$ cat src/rtl/ahb_sub_mem.sv
`timescale 1ns/1ps
`default_nettype none
// ============================================================================
//  Module   : ahb_sub_mem
//  Purpose  : AHB-Lite subordinate wrapping a word-organised scratch RAM.
//             Inserts a programmable number of wait states on OKAY data
//             phases and returns a two-cycle ERROR response for out-of-range,
//             misaligned or non-word transfers.
//  Ports    : ACLK / ARESETN      clock, asynchronous active-low reset
//             HSEL, HADDR, HTRANS,
//             HWRITE, HSIZE,
//             HBURST, HREADY      address-phase inputs (HBURST not decoded)
//             HWDATA              write data, valid in the data phase
//             HREADYOUT, HRESP,
//             HRDATA              registered data-phase response
//  Revision : 1.0  initial release
// ============================================================================
module ahb_sub_mem #(
    parameter int ADDR_WIDTH  = 8,
    parameter int DEPTH       = 32,
    parameter int WAIT_STATES = 0
) (
    input  logic                  ACLK,
    input  logic                  ARESETN,
    input  logic                  HSEL,
    input  logic [ADDR_WIDTH-1:0] HADDR,
    input  logic [1:0]            HTRANS,
    input  logic                  HWRITE,
    input  logic [2:0]            HSIZE,
    input  logic [2:0]            HBURST,
    input  logic [31:0]           HWDATA,
    input  logic                  HREADY,
    output logic                  HREADYOUT,
    output logic                  HRESP,
    output logic [31:0]           HRDATA
);

    localparam int c_idx_w  = (DEPTH > 1) ? $clog2(DEPTH) : 1;
    localparam int c_aidx_w = ADDR_WIDTH - 2;
    // DEPTH widened by one bit so the range test never wraps.
    localparam logic [c_aidx_w:0] c_depth_ext = (c_aidx_w + 1)'(DEPTH);
    localparam logic [3:0]        c_wait_load = 4'((WAIT_STATES > 0) ? WAIT_STATES - 1 : 0);

    typedef enum logic [2:0] {
        S_IDLE = 3'd0,
        S_WAIT = 3'd1,
        S_DATA = 3'd2,
        S_ERR1 = 3'd3,
        S_ERR2 = 3'd4
    } state_t;

    state_t               state_q, state_d;
    logic [3:0]           cnt_q, cnt_d;
    logic [c_idx_w-1:0]   idx_q;
    logic                 write_q;

    logic [31:0]          mem [DEPTH];

    logic [c_aidx_w-1:0]  w_idx_full;
    logic [c_idx_w-1:0]   w_idx;
    logic                 w_err;
    logic                 w_accept;
    logic                 w_wr_commit;
    logic [31:0]          w_rd_data;

    // HBURST is informational and HTRANS[0] only separates NONSEQ from SEQ,
    // which are treated alike.
    logic                 unused_inputs;
    assign unused_inputs = ^{HBURST, HTRANS[0]};

    assign w_idx_full = HADDR[ADDR_WIDTH-1:2];
    assign w_idx      = w_idx_full[c_idx_w-1:0];
    assign w_err      = ({1'b0, w_idx_full} >= c_depth_ext)
                     || (HSIZE != 3'b010)
                     || (HADDR[1:0] != 2'b00);

    // A new address phase can only be taken while this subordinate is not
    // stalling its own data phase (HREADYOUT high in IDLE, DATA and ERR2).
    assign w_accept    = HSEL && HTRANS[1] && HREADY && HREADYOUT;
    assign w_wr_commit = (state_q == S_DATA) && write_q;

    // Read-after-write forwarding: the write completing on this edge has not
    // reached the array yet, so take its data straight from the bus.
    assign w_rd_data = (w_wr_commit && (idx_q == w_idx)) ? HWDATA : mem[w_idx];

    always_comb begin
        state_d = state_q;
        cnt_d   = cnt_q;
        case (state_q)
            S_WAIT: begin
                if (cnt_q == 4'd0) begin
                    state_d = S_DATA;
                end else begin
                    cnt_d = cnt_q - 4'd1;
                end
            end
            S_ERR1: begin
                state_d = S_ERR2;
            end
            default: begin
                // IDLE, DATA and ERR2 all accept a new transfer the same way.
                if (w_accept) begin
                    if (w_err) begin
                        state_d = S_ERR1;
                    end else if (WAIT_STATES > 0) begin
                        state_d = S_WAIT;
                        cnt_d   = c_wait_load;
                    end else begin
                        state_d = S_DATA;
                    end
                end else begin
                    state_d = S_IDLE;
                end
            end
        endcase
    end

    always_ff @(posedge ACLK or negedge ARESETN) begin
        if (!ARESETN) begin
            state_q   <= S_IDLE;
            cnt_q     <= 4'd0;
            idx_q     <= '0;
            write_q   <= 1'b0;
            HREADYOUT <= 1'b1;
            HRESP     <= 1'b0;
            HRDATA    <= 32'h0;
        end else begin
            state_q   <= state_d;
            cnt_q     <= cnt_d;
            HREADYOUT <= (state_d != S_WAIT) && (state_d != S_ERR1);
            HRESP     <= (state_d == S_ERR1) || (state_d == S_ERR2);
            // Errored transfers leave the latched index, direction and
            // HRDATA untouched; they never reach DATA so never write.
            if (w_accept && !w_err) begin
                idx_q   <= w_idx;
                write_q <= HWRITE;
                if (!HWRITE) begin
                    HRDATA <= w_rd_data;
                end
            end
        end
    end

    // Storage is deliberately not reset.
    always_ff @(posedge ACLK) begin
        if (w_wr_commit) begin
            mem[idx_q] <= HWDATA;
        end
    end

endmodule
`default_nettype wire

$ cat config.mk
export PLATFORM = sky130hd
export DESIGN_NAME = ahb_sub_mem
export DESIGN_NICKNAME = d
export VERILOG_FILES = /design/src/rtl/ahb_sub_mem.sv
export SDC_FILE = /design/constraint.sdc
export NUM_CORES = 1
export LEC_CHECK = 0
export CAP_MARGIN = 20
export CORE_ASPECT_RATIO = 0.9
export CORE_MARGIN = 5
export CORE_UTILIZATION = 60
export CTS_BUF_LIST = sky130_fd_sc_hd__clkbuf_4
export DETAILED_ROUTE_END_ITERATION = 10
export PLACE_DENSITY = 0.86
export SYNTH_ARGS = -nofsm -noshare
export SYNTH_HDL_FRONTEND = slang
export SYNTH_SLANG_ARGS = --single-unit
$ cat constraint.sdc
create_clock -name ACLK -period 7.9 [get_ports ACLK]
set_clock_uncertainty 0.15 [all_clocks]
set_input_delay 0.79 -clock ACLK [delete_from_list [all_inputs] [get_ports ACLK]]
set_output_delay 0.79 -clock ACLK [all_outputs]
set_load 0.005 [all_outputs]
# [Yosys cells after proc, flatten, opt, wreduce, memory -nomap -nowiden]
# Memory sizes are Yosys's and may differ from the RTL's. A register that Yosys moved wholly into a read port is not among the register bits.
# Cells that the tools add are included.
[word_totals] memories=1 out_inout_bits=34 register_bits=15 ramBits=1024 input_bits=53
[op_classes] n_bitwise=2 magnitude_cmp=1 muxes=6 add_sub_neg=1 n_eq_ne=8 n_reduce_logical=15
[memory_table] memory="mem" words=32 width=32 read_ports=1 rd_clocked_by_memory_dff=1 write_ports=1 line_no="57" text="logic [31:0] mem [DEPTH];"
[ops] cell="3-bit by 2-bit equality test with 1-bit output, second input constant" count=3
[ops] cell="6-bit greater-or-equal comparator, second input constant" count=1
[ops] cell="1-bit logical AND" count=6
[ops] cell="3-bit two-way mux" count=2
[ops] cell="3-bit by 2-bit != test with 1-bit output, second input constant" count=2
[ops] cell="3-bit one-hot mux with 2 select lines" count=1
[ops] cell="4-bit zero test" count=1
[ops] cell="2-bit AND reduction" count=2
[ops] cell="4-bit by 1-bit subtractor with 4-bit output, second input constant" count=1
[ops] cell="3-bit by 1-bit equality test with 1-bit output, second input constant" count=1
[ops] cell="3-bit equality test, second input constant" count=1
[ops] cell="1-bit logical OR" count=3
[ops] cell="1-bit two-way mux" count=3
[ops] cell="3-bit by 1-bit != test with 1-bit output, second input constant" count=1
[ops] cell="1-bit zero test" count=2
[ops] cell="1-bit inverter" count=2
[ops] cell="2-bit nonzero test" count=1

# [Depth between registers and ports, before layout]
[depth] ltp_word=8 depth_mapped=9

# [Worst setup path after synthesis]
# Ideal clock, no wire load.
[synth_path] path_type="reg2reg" startpoint="register state_q[2]" endpoint="memory mem[28][0] (enable)" path_slack_ns=4.653 synth_period_minus_slack_ns=3.247 stages_incl_launch_ff=5 setup_time_ns=0.421 t_required_ns=7.329 arrival_time_ns=2.676 path_cell_list="dfrtp_1 > and4bb_1 > or3b_2 > clkbuf_1 > nor2_1"
[synth_between] elab_chain_len=4
[synth_rtl] element="start: declaration" line_no="52" text="state_t state_q, state_d;"
[synth_rtl] element="start signal: assignment" line_no="128" text="state_q <= state_d;"
[synth_rtl] element="3-bit by 2-bit equality test with 1-bit output" line_no="80" text="assign w_wr_commit = (state_q == S_DATA) && write_q;"
[synth_rtl] element="1-bit logical AND" line_no="80"
[synth_rtl] element="1-bit two-way mux" line_no="146" text="if (w_wr_commit) begin"
[synth_rtl] element="1-bit two-way mux (implied by the code)" line_no="147" text="mem[idx_q] <= HWDATA;"
[synth_rtl] element="end: declaration" line_no="57"
# Every way passes these cells.

# [Worst setup path in the final report]
[layout_path] startpoint="register state_q[2]" endpoint="memory mem[11][10] (enable)"
# Same word-level chain as after synthesis.

==> run summary <==
Clk Latency, worst-skew pair - 1.18 ns
f_max - 279 MHz
Die H - 258 um
Final #Nets - 2,153
Cell Area, Synth - 0.0409 mm2
Worst Hold Path EP - mem[12][3]
die width - 285 um
crit share post-route - 0.453
yosys warns - 0
largest area contributor in the netlist - edfxtp_1
Crit Path Class - flip-flop to flip-flop
CTS max path bufs - 4
final instance area - 0.0466 mm2
TritonCTS clock tree - done
Core Area - 0.0673 mm2
Post-Route WL - 101 mm
Reg2Reg Depth - 4
Worst Path Arrival - 4.19 ns
area post-placement - 0.0429 mm2
Max Cap Viol - 0
WP data required - 8.51 ns
GRT overflow - 0
Most used DFF post-synth - edfxtp_1
status - completed
Final Max Slew Viols - 0
Peak VDD IR - 0.125 mV
hpwl dp - 53.9 mm
Yosys cell types - 48
slew at the pin with the worst max-slew slack - 1.18 ns
Detailed Routing Iterations Pass 1 - 9
DRT antenna net count - 0
startpoint types - flip-flop
post-synthesis sequential area ratio - 0.780
number of global-route vias before repair - 22,600
CTS root buffer - clkbuf_4
initial antenna violation count - 3
Post-Synthesis Cells - 1,772
Fin. Hold Viols - 0
number of synthesized flops with an enable pin - 1,024
ys async rst share - 0.0439
Worst R2R Setup Slack - 4.32 ns
Power Density - 241 mW/mm2
Initial Utilization - 0.608
Core Util, Final - 0.692
flops & latches, synth - 1,071
post-layout min period - 3.58 ns
Die Area - 0.0735 mm2
final setup TNS - 0 ns
Ports - 87
Clock Pin Slew Worst Setup and Hold Paths - 0.07 ns
# clock sinks - 1,071
post-cts sizing count - 0
top-count cell post-synth - edfxtp_1
top post-synthesis cells by area - edfxtp_1 75%, mux4_2 15%, dfrtp_1 2.8%
Routed WL per cell - 32.0 um
Hold Path Cell Cnt - 1
gr usage total - 0.275
Min-Delay Startpoint - HWDATA[3]
DRC - 0
most instantiated cells after synthesis - 1,024 x edfxtp_1, 270 x mux4_2, 48 x nor2_1
Setup Buffers After CTS - 0
cell leakage power - 0.0152 uW
number of DRC markers in iteration 0 - 3,204
drt via density - 6.78
post-synthesis average cell area - 23.1 um2
Fill cells - 3,755
area growth from synthesis to layout - 13.8%
syn nets - 1,826
Hold Crit Class - primary input to flip-flop
Hold-fix buffers, CTS - 1
final setup violation count - 0
DR vias - 21,400
gpl congestion - 0.785
reg-to-reg endpoint - mem[11][10]
Slew headroom - 0.209
critical path capture point type - flip-flop
TritonCTS buffer count - 277
r2r startpoint - state_q[2]
largest net degree at the start of global routing - 107
FP Rows - 90
top cell type's share of synthesized area - 0.751
first-pass GRT wire length - 146 mm
port bufs - 82
share of cells above drive strength 1 - 0.357
RSZ-0062 raised after global routing - false
Worst Path Max Fanout - 17
CTS H-tree lvls - 5
[per-stage QoR]
stage / setup slack, ns / cells / hold slack (ns) / power, uW
final: 4.32 / 3155 / 0.167 / 11200
after global routing: 4.34 / 3153 / 0.0743 / 11700
after CTS: 4.44 / 3130 / 0.104 / 11300
after detailed placement: 3.67 / 2678 / 0.356 / 6810
after global placement: 3.88 / 2678 / 0.323 / 6790
after floorplan: 4.65 / 1772 / 0.306 / 6620
[layout by cell type, fill, tap and decap left out, drive strengths merged, types with 15 or more instances in the layout]
cell type,count
clkbuf,404
nand3,17
clkinv,48
o211ai,15
a22o,32
nor2,48
edfxtp,1024
a221o,17
buf,66
clkdlybuf4s50,77
mux4,270
nor4,17
o22ai,31
dfrtp,46
nand2,18
mux2i,33
a22oi,28
[per-layer routing]
layer / up-vias / global-route usage / share of wire
li1: 8424 / - / -
met1: 10800 / 0.353 / 0.33
met2: 1759 / 0.439 / 0.50
met3: 350 / 0.0772 / 0.12
met4: 4 / 0.142 / 0.049
met5: - / 0 / 0.00065
[logic make-up (layout without fill, tap and decap cells)]
| group | after synthesis | in the layout | synth area share |
|---|---|---|---|
| flip-flops | 1071 | 1071 | 0.780 |
| multiplexers | 313 | 313 | 0.159 |
| AO/OA/AOI/OAI | 136 | 136 | 0.0274 |
| AND/OR/NAND/NOR | 136 | 136 | 0.0171 |
| buffers and inverters | 108 | 607 | 0.0142 |
| XOR/XNOR | 7 | 7 | 0.00150 |
| adder cells (fa/ha/maj) | 1 | 1 | 0.000306 |
| other | 0 | 10 | 0 |
[registers in the layout, summed over array words and instances (netlist names)]
register / cells
cnt_q: 4
state_q: 3
idx_q: 5
write_q: 1
HRESP: 1
mem: 1024
HRDATA: 32
HREADYOUT: 1
[critical path: stages, from the launching register on]
cell,delay (ns)
dfrtp_1,0.39
and4bb_1,0.50
nand3_1,0.70
nor2_4,0.95
buf_4,0.52
[power breakdown]
part / internal (uW) / switching (uW) / leakage (uW) / total (uW)
registers: 6220 / 9.81 / 0.00985 / 6230
clock network: 2380 / 2150 / 0.00197 / 4530
logic: 214 / 275 / 0.00333 / 489
total: 8820 / 2430 / 0.0152 / 11200
[worst max path at each step]
| stage | start | to | slack (ns) | depth (start not counted) |
|---|---|---|---|---|
| 4_1_cts | state_q[0] | mem[11][10] | 4.44 | 4 |
| 3_5_place_dp | HSIZE[2] | HRDATA[20] | 3.67 | 8 |
| 5_1_grt | state_q[2] | mem[11][10] | 4.34 | 4 |
| 6_report | state_q[2] | mem[11][10] | 4.32 | 4 |
| 3_3_place_gp | HADDR[2] | HRDATA[6] | 3.88 | 7 |
| 2_1_floorplan | state_q[2] | mem[28][0] | 4.65 | 4 |
[final cells by class]
cell class / count / area, um2 / area share
inverter: 10 / 37.5 / 0.000806
tap: 874 / 1090 / 0.0235
sequential: 1071 / 31900 / 0.685
multi-input combinational: 593 / 8670 / 0.186
timing repair buffer: 146 / 1580 / 0.0340
antenna: 10 / 25.0 / 0.000537
clock inverter: 49 / 239 / 0.00513
clock buffer: 402 / 3020 / 0.0648
No activity file was read; power rests on OpenSTA's default activity.
